## src/rtl/cpu_sys_timebase_irq_pkg.sv

```systemverilog
// Shared definitions for the per-core timebase and interrupt conditioner.
// Holds the system counter width, the default PLIC bus width and the
// counter value type used by the top level.

package cpu_sys_pkg;

  // Width of the architectural system counter seen by the core.
  localparam int SYS_CNT_W = 64;

  // Default width of the PLIC valid/config buses.
  localparam int PLIC_W_DEF = 240;

  // System counter value type.
  typedef logic [SYS_CNT_W-1:0] sys_cnt_t;

  // Width needed to hold a counter that runs 0..(n-1); never below 1 bit.
  function automatic int cntWidth(input int n);
    return (n > 1) ? $clog2(n) : 1;
  endfunction

endpackage

```

## src/rtl/cpu_sys_timebase_irq_cond.sv

```systemverilog
// Single interrupt channel conditioner.
// An asynchronous source is brought into the core clock domain through a
// flop chain, then a history flop allows rising-edge detection. The output
// is registered, so the source-to-valid latency is SYNC_STAGES+1 cycles.

module cpu_irq_cond #(
  parameter int SYNC_STAGES = 2
) (
  input  logic i_clk,
  input  logic i_rst_b,
  input  logic i_async_irq,
  input  logic i_pulse_mode,
  output logic o_vld
);

  logic [SYNC_STAGES-1:0] r_sync;
  logic                   r_hist;
  logic                   r_vld;
  logic                   w_syncLevel;
  logic                   w_rise;
  logic                   w_vldNext;

  assign w_syncLevel = r_sync[SYNC_STAGES-1];
  assign w_rise      = w_syncLevel & ~r_hist;

  // Select level or rising-edge behaviour for the next registered valid.
  always_comb begin
    w_vldNext = w_syncLevel;
    if (i_pulse_mode) begin
      w_vldNext = w_rise;
    end
  end

  // Synchroniser chain, history flop (updated in both modes so a mode switch
  // never creates a stale edge) and the registered valid output.
  always_ff @(posedge i_clk) begin
    if (!i_rst_b) begin
      r_sync <= '0;
      r_hist <= 1'b0;
      r_vld  <= 1'b0;
    end else begin
      r_sync <= {r_sync[SYNC_STAGES-2:0], i_async_irq};
      r_hist <= w_syncLevel;
      r_vld  <= w_vldNext;
    end
  end

  assign o_vld = r_vld;

endmodule

```

## src/rtl/cpu_sys_timebase_irq.sv

```systemverilog
// Per-core system timebase and interrupt conditioner.
// Provides the 64-bit system counter with prescaler, load and sticky compare
// interrupt, a free-running divided APB clock with its enable pulse, and the
// conditioned external interrupt buses towards the PLIC.

module cpu_sys_timebase_irq
  import cpu_sys_pkg::*;
#(
  parameter int N_IRQ       = 40,
  parameter int PLIC_W      = PLIC_W_DEF,
  parameter int SYNC_STAGES = 2,
  parameter int PRE_W       = 16,
  parameter int APB_HALF    = 1
) (
  input  logic                 i_pll_core_cpuclk,
  input  logic                 i_pad_cpu_rst_b,
  input  logic                 i_cnt_en,
  input  logic                 i_cnt_load,
  input  logic [SYS_CNT_W-1:0] i_cnt_load_val,
  input  logic [PRE_W-1:0]     i_prescale_div,
  input  logic [SYS_CNT_W-1:0] i_cmp_val,
  input  logic                 i_cmp_irq_clr,
  input  logic [N_IRQ-1:0]     i_irq_pulse_mode,
  input  logic [N_IRQ-1:0]     i_xx_intc_int,
  output logic [SYS_CNT_W-1:0] o_pad_cpu_sys_cnt,
  output logic                 o_cnt_tick,
  output logic                 o_cmp_irq,
  output logic                 o_sys_apb_clk,
  output logic                 o_sys_apb_clk_en,
  output logic [PLIC_W-1:0]    o_pad_plic_int_vld,
  output logic [PLIC_W-1:0]    o_pad_plic_int_cfg
);

  localparam int APB_W = cntWidth(APB_HALF);
  localparam logic [APB_W-1:0] APB_LAST = APB_W'(APB_HALF - 1);

  // ---------------------------------------------------------------------
  // Timebase: prescaler + 64-bit counter
  // ---------------------------------------------------------------------
  logic [PRE_W-1:0] r_preCnt;
  sys_cnt_t         r_sysCnt;
  logic             r_tick;
  logic             w_preHit;

  // A tick is due once the prescaler has reached (or passed) the divide value,
  // so lowering the divide value below the current count ticks immediately.
  assign w_preHit = (r_preCnt >= i_prescale_div);

  // Prescaler and counter update; a load overrides any increment that cycle.
  always_ff @(posedge i_pll_core_cpuclk) begin
    if (!i_pad_cpu_rst_b) begin
      r_preCnt <= '0;
      r_sysCnt <= '0;
      r_tick   <= 1'b0;
    end else if (i_cnt_load) begin
      r_preCnt <= '0;
      r_sysCnt <= i_cnt_load_val;
      r_tick   <= 1'b0;
    end else if (i_cnt_en) begin
      if (w_preHit) begin
        r_preCnt <= '0;
        r_sysCnt <= r_sysCnt + sys_cnt_t'(1);
        r_tick   <= 1'b1;
      end else begin
        r_preCnt <= r_preCnt + PRE_W'(1);
        r_tick   <= 1'b0;
      end
    end else begin
      r_tick <= 1'b0;
    end
  end

  assign o_pad_cpu_sys_cnt = r_sysCnt;
  assign o_cnt_tick        = r_tick;

  // ---------------------------------------------------------------------
  // Compare interrupt
  // ---------------------------------------------------------------------
  logic r_cmpIrq;
  logic w_cmpHit;

  assign w_cmpHit = (r_sysCnt == i_cmp_val);

  // Sticky compare flag; a new match beats a simultaneous clear.
  always_ff @(posedge i_pll_core_cpuclk) begin
    if (!i_pad_cpu_rst_b) begin
      r_cmpIrq <= 1'b0;
    end else if (w_cmpHit) begin
      r_cmpIrq <= 1'b1;
    end else if (i_cmp_irq_clr) begin
      r_cmpIrq <= 1'b0;
    end
  end

  assign o_cmp_irq = r_cmpIrq;

  // ---------------------------------------------------------------------
  // APB clock divider
  // ---------------------------------------------------------------------
  logic [APB_W-1:0] r_apbDiv;
  logic             r_apbClk;
  logic             r_apbEn;
  logic [APB_W-1:0] w_apbDivNext;
  logic             w_apbClkNext;
  logic             w_apbEnNext;

  // Next divider state; the enable is computed one step ahead so that the
  // registered pulse sits in the cycle just before the 0->1 toggle.
  always_comb begin
    w_apbDivNext = r_apbDiv + APB_W'(1);
    w_apbClkNext = r_apbClk;
    if (r_apbDiv == APB_LAST) begin
      w_apbDivNext = '0;
      w_apbClkNext = ~r_apbClk;
    end
    w_apbEnNext = (w_apbDivNext == APB_LAST) && !w_apbClkNext;
  end

  // Free-running divider state, independent of the counter enable.
  always_ff @(posedge i_pll_core_cpuclk) begin
    if (!i_pad_cpu_rst_b) begin
      r_apbDiv <= '0;
      r_apbClk <= 1'b0;
      r_apbEn  <= 1'b0;
    end else begin
      r_apbDiv <= w_apbDivNext;
      r_apbClk <= w_apbClkNext;
      r_apbEn  <= w_apbEnNext;
    end
  end

  assign o_sys_apb_clk    = r_apbClk;
  assign o_sys_apb_clk_en = r_apbEn;

  // ---------------------------------------------------------------------
  // External interrupt conditioning
  // ---------------------------------------------------------------------
  logic [N_IRQ-1:0] w_irqVld;

  for (genvar g = 0; g < N_IRQ; g++) begin : gen_irq
    cpu_irq_cond #(
      .SYNC_STAGES (SYNC_STAGES)
    ) u_irq_cond (
      .i_clk        (i_pll_core_cpuclk),
      .i_rst_b      (i_pad_cpu_rst_b),
      .i_async_irq  (i_xx_intc_int[g]),
      .i_pulse_mode (i_irq_pulse_mode[g]),
      .o_vld        (w_irqVld[g])
    );
  end

  // Map the channels onto the low bits of the PLIC buses; unused bits stay 0.
  always_comb begin
    o_pad_plic_int_vld              = '0;
    o_pad_plic_int_cfg              = '0;
    o_pad_plic_int_vld[N_IRQ-1:0]   = w_irqVld;
    o_pad_plic_int_cfg[N_IRQ-1:0]   = i_irq_pulse_mode;
  end

endmodule
```

## config.mk

```make
export PLATFORM = sky130hd
export DESIGN_NAME = cpu_sys_timebase_irq
export DESIGN_NICKNAME = d
export VERILOG_FILES = /design/src/rtl/cpu_sys_timebase_irq_pkg.sv /design/src/rtl/cpu_sys_timebase_irq_cond.sv /design/src/rtl/cpu_sys_timebase_irq.sv
export SDC_FILE = /design/constraint.sdc
export NUM_CORES = 1
export LEC_CHECK = 0
export ABC_AREA = 1
export ABC_CLOCK_PERIOD_IN_PS = 2800
export CORE_AREA = 4 4 296 298
export CTS_BUF_LIST = sky130_fd_sc_hd__clkbuf_4 sky130_fd_sc_hd__clkbuf_8
export DETAILED_ROUTE_END_ITERATION = 6
export DIE_AREA = 0 0 300 302
export PLACE_DENSITY = 0.46
export RECOVER_POWER = 100
export SLEW_MARGIN = 30
export SYNTH_ARGS = -nofsm -noshare
export SYNTH_HDL_FRONTEND = slang
export SYNTH_SLANG_ARGS = --single-unit
```

## constraint.sdc

```tcl
create_clock -name i_pll_core_cpuclk -period 2.8 [get_ports i_pll_core_cpuclk]
set_input_delay 0.42 -clock i_pll_core_cpuclk [delete_from_list [all_inputs] [get_ports i_pll_core_cpuclk]]
set_output_delay 0.42 -clock i_pll_core_cpuclk [all_outputs]
set_load 0.005 [all_outputs]
```

# After elaboration in Yosys (flattened, before gate mapping)
# Cells that the tools add are included.
# Widths: inputs -> output; s select.
# totals
word_cells	273
ff_bits	245
input_bits	229
# op_classes
n_reduce_logical	8
muxes	49
order_cmp	1
n_bitwise	84
eq_ne	1
addsub	3
# ops
op	count
$mux 64	3
$add 64x1->64 const B	1
$eq 64x64->1	1
$mux 1	45
$not 1->1	44
$and 1x1->1	40
$add 16x1->16 const B	1
$ge 16x16->1	1
$mux 16	1
$reduce_bool 2->1	3
$reduce_or 3->1	1
$reduce_and 2->1	1
$reduce_or 2->1	1
$add 1x1->1 const B	1
$logic_and 1x1->1	1
$logic_not 1->1	1

# Longest topological paths before layout
# depth
ltp_word	4
mapped_depth	16

# Hierarchy
# From an unflattened synthesis, not the netlist that was laid out.
# unflattened
cells_unflattened	2243
hier_area_um2	15265.9
# modules_own_cells
mod	instances	seq_area_each_um2	cells_per_inst	area_per_inst_um2
cpu_sys_timebase_irq	1	1681.6	1723	10711.5
cpu_irq_cond	40	80.1	13	113.9

# Worst setup path before layout
# No wires, ideal clock.
# synth_timing
path_type	input to register
startpoint	in i_prescale_div[7]
endpoint	reg r_sysCnt[23] (netlist: o_pad_cpu_sys_cnt[23])
arrival_time_ns	1.797
slack_ns	0.887
path_stages	13
setup_time_ns	0.116
required_time_ns	2.684
n_path_buf	1
cell_sequence	inv_1 > ha_1 > a21oi_1 > nand2_1 > nor2_1 > nand2_1 > nand2_1 > nand2_1 > nand2_2 > nand2_1 > buf_2 > o21ai_0 > nor2_1
# synth_between
elab_chain_cells	3
# synth_lines
element	line_no	source
from (decl)	cpu_sys_timebase_irq.sv:20	input logic [PRE_W-1:0] i_prescale_div,
$ge 16x16->1	cpu_sys_timebase_irq.sv:47	assign w_preHit = (r_preCnt >= i_prescale_div);
$reduce_bool 2->1 (no source line)	n/a	
$reduce_and 2->1 (no source line)	n/a	
to (signal assigned)	cpu_sys_timebase_irq.sv:57	r_sysCnt <= i_cnt_load_val;
to (signal assigned)	cpu_sys_timebase_irq.sv:62	r_sysCnt <= r_sysCnt + sys_cnt_t'(1);
to (decl)	cpu_sys_timebase_irq.sv:41	sys_cnt_t r_sysCnt;
# Every way passes these cells.
# A chain may end at the register's enable or synchronous reset.

# Worst setup path after layout
# layout_timing
startpoint	reg r_sysCnt[4] (netlist: o_pad_cpu_sys_cnt[4])
endpoint	out o_pad_cpu_sys_cnt[4]
# layout_rtl
element	line_no	source
to (decl)	cpu_sys_timebase_irq.sv:25	output logic [SYS_CNT_W-1:0] o_pad_cpu_sys_cnt,
# No word-level cell between the ends.

==> run metrics <==
RePlAce Congestion approximately 0.90; starting density of the core 17.5%; reg2reg path depth 11; Netlist Area Pre-Place about 0.015 sq mm; CTS buffer count 47; Crit. End Element primary output; Post-Synth XOR/XNOR Area 5.79%; Fmax achieved between 0.4 and 0.5 GHz; root buf cell clkbuf_8; simple-gate share of the synthesized area between 20% and 30%; GRT Total Usage 11.5%; Hold Startpoint i_cnt_load; reg2reg end o_cmp_irq; ys flop type dfxtp_1; cells after synthesis a little over 2000; share of the synthesized area in the top cell type around a third; Pins Over Slew Limit 0; status complete, no violations; antenna violations before repair 12; CP required between 2 and 2.5 ns; CORE AREA around 0.085 sq mm; CP arrival approximately 2.1 ns; Die H 302 um; Syn Area/Cell slightly above 7 sq um; IO Pins 777; min cycle time layout around 2.5 ns; Final Hold Violating Endpoints 0; largest net degree at the start of global routing around 100; Setup Total Neg Slack 0 ns; Setup Fix Bufs, Post-CTS 0; Crit Path Class reg2out; NetSw around 2.4 mW; Static Leak just over 9 nW; Seq pwr share 42.1%; Adder-Cell Fraction of Synth Area between 1.5 and 2%; post-CTS sizing 0; Die Area 0.0906 sq mm; async set-reset flop share out of synthesis 0%; worst hold-check path type in2reg; global-route wire length before repair about 77000 um; clk sinks roughly 240; Buffers on Ports 376; Synth top cells by count nand2_1 (491), buf_4 (481), dfxtp_1 (244); vias in the first global route 11300; Area Growth Syn to Fin 28.4%; final WL 56100 um; Clock transition at path regs 0.06 ns; Final Skew 0.0228 ns; Internal Power 6.54 mW; synthesized flop and latch total ~240; most frequent cell after synthesis nand2_1; R2R Setup Slk around 0.41 ns; Nets approximately 2600; Hold Buf Count CTS 0; max_cap viols 0; Net Sw Frac 26.9%; worst hold path cell count 4; initial DRC count 649; Comb power frac about 14%; grt total ovfl 0; Die W 300 um; WL per Instance 15.7 um; Worst Hold End o_pad_cpu_sys_cnt[21]; clock buffer depth 3; Ys Warns 0; fin crit share 88.9%; r2r startpoint o_pad_cpu_sys_cnt[4]; Unique masters post-synth 37; routed vias 12200; CP Launch Type flop; CP max FO 4; main combinational cell family by area after synthesis buffers and inverters; count of final setup violators 0; multiplexer share of the synthesized area less than 1%; largest cells by area after synthesis dfxtp_1 (33%), buf_4 (24%), nand2_1 (12%); cell taking the most area after synthesis dfxtp_1; drt pass-1 iters 5; row cnt 107; clock power share a little over two fifths; EDFF count, synth 0; Post-DRT Antenna Nets 0; layout cells sized above 1 just over 6%; Synth Area in Compound Gates 4.55%; pin slew with the least headroom to its limit around 1.3 ns; Rel. slew slack around 15%; final hold slack 0.199 ns; H-tree lvl count 2; post-synthesis sequential area ratio approximately 33%; power per cell area roughly 470 mW/mm^2; drt drc 0; CTS tree done; Clk Latency, worst-skew pair 0.61 ns; RSZ-0062 raised after global routing no; VDD IR max between 0.2 and 0.3 mV; vias per std cell about 3.4; detailed placement HPWL ~47000 um
## cell families after synthesis
family                     Yosys count
other                                1
AOI/OAI and AO/OA                  130
xor gates and xnor gates            98
and+or+nand+nor                    824
DFF                                244
muxes                                3
adders and majority gates           18
buffers and inverters              743
## cells in the final DEF (no fill, tap or decap), drive strengths merged, types with 31 or more instances in the layout
cell type,instances
nand3,93
nor2,166
nand2,500
xnor2,67
inv,215
dfxtp,244
clkdlybuf4s50,244
a21oi,93
conb,400
xor2,31
dlygate4sd3,130
nand4,34
clkbuf,102
## power by group through the flow
stage	clock, mW	combinational (mW)	sequential (mW)
final	3.93	1.25	3.76
after global routing	4.27	1.40	3.78
after CTS	4.12	1.31	3.77
after detailed placement	0	1.30	3.84
after global placement	0	1.30	3.84
after floorplan	0	0.991	3.79
## stage by stage
stage                     area (sq um)  worst slack [ns]  power [mW]  instances  util [%]
after floorplan                  16300             0.887        4.79       2460         -
after global placement           18100             0.143        5.14       3496      21.4
after detailed placement         18100             0.145        5.15       3496      21.4
after CTS                        19200             0.365        9.20       3579      22.6
after global routing             19000             0.163        9.44       3580      22.4
final                            19000             0.312        8.94       3582      22.4
## worst max-delay path, cell delays in order, from the launching register on
cell	delay, ns
dfxtp_1	0.35
clkbuf_1	0.48
clkdlybuf4s50_1	0.63
## per-layer routing
metal  vias to the layer above  GRT usage (%)  part of all wire [%]
li1                       6152              -                     -
met4                        10           2.83                   2.0
met2                       454           19.5                    48
met5                         -              0                  0.11
met1                      5506           15.0                    44
met3                        66           2.50                   6.4
## area by class of cell
| class | count | area [sq um] |
|---|---|---|
| inverter | 214 | 803 |
| multi-input combinational | 1473 | 6820 |
| clock inverter | 7 | 106 |
| tap | 1144 | 1430 |
| fill | 9611 | 65800 |
| antenna | 3 | 7.51 |
| clock buffer | 76 | 933 |
| sequential | 244 | 4880 |
| timing repair buffer | 421 | 4060 |
## how the worst max path moves through the flow
stage                               start                     to  slack [ns]  cells after the start
floorplan               i_prescale_div[7]  o_pad_cpu_sys_cnt[23]        0.89                     13
finish               o_pad_cpu_sys_cnt[4]   o_pad_cpu_sys_cnt[4]        0.31                      2
CTS                 o_pad_cpu_sys_cnt[47]  o_pad_cpu_sys_cnt[47]        0.37                      1
global placement        i_prescale_div[3]  o_pad_cpu_sys_cnt[24]        0.14                     13
global route        o_pad_cpu_sys_cnt[12]  o_pad_cpu_sys_cnt[12]        0.16                      2
detailed placement     i_prescale_div[15]  o_pad_cpu_sys_cnt[20]        0.14                     12
## flip-flops by register name, summed over array words and instances, names as in the netlist
name	flops
gen_irq.u_irq_cond.r_hist	40
o_cmp_irq	1
o_cnt_tick	1
o_pad_cpu_sys_cnt	64
o_sys_apb_clk	1
gen_irq.u_irq_cond.r_sync	80
o_sys_apb_clk_en	1
gen_irq.u_irq_cond.o_vld	40
r_preCnt	16
Note: power is estimated with default switching activity, not from simulation.
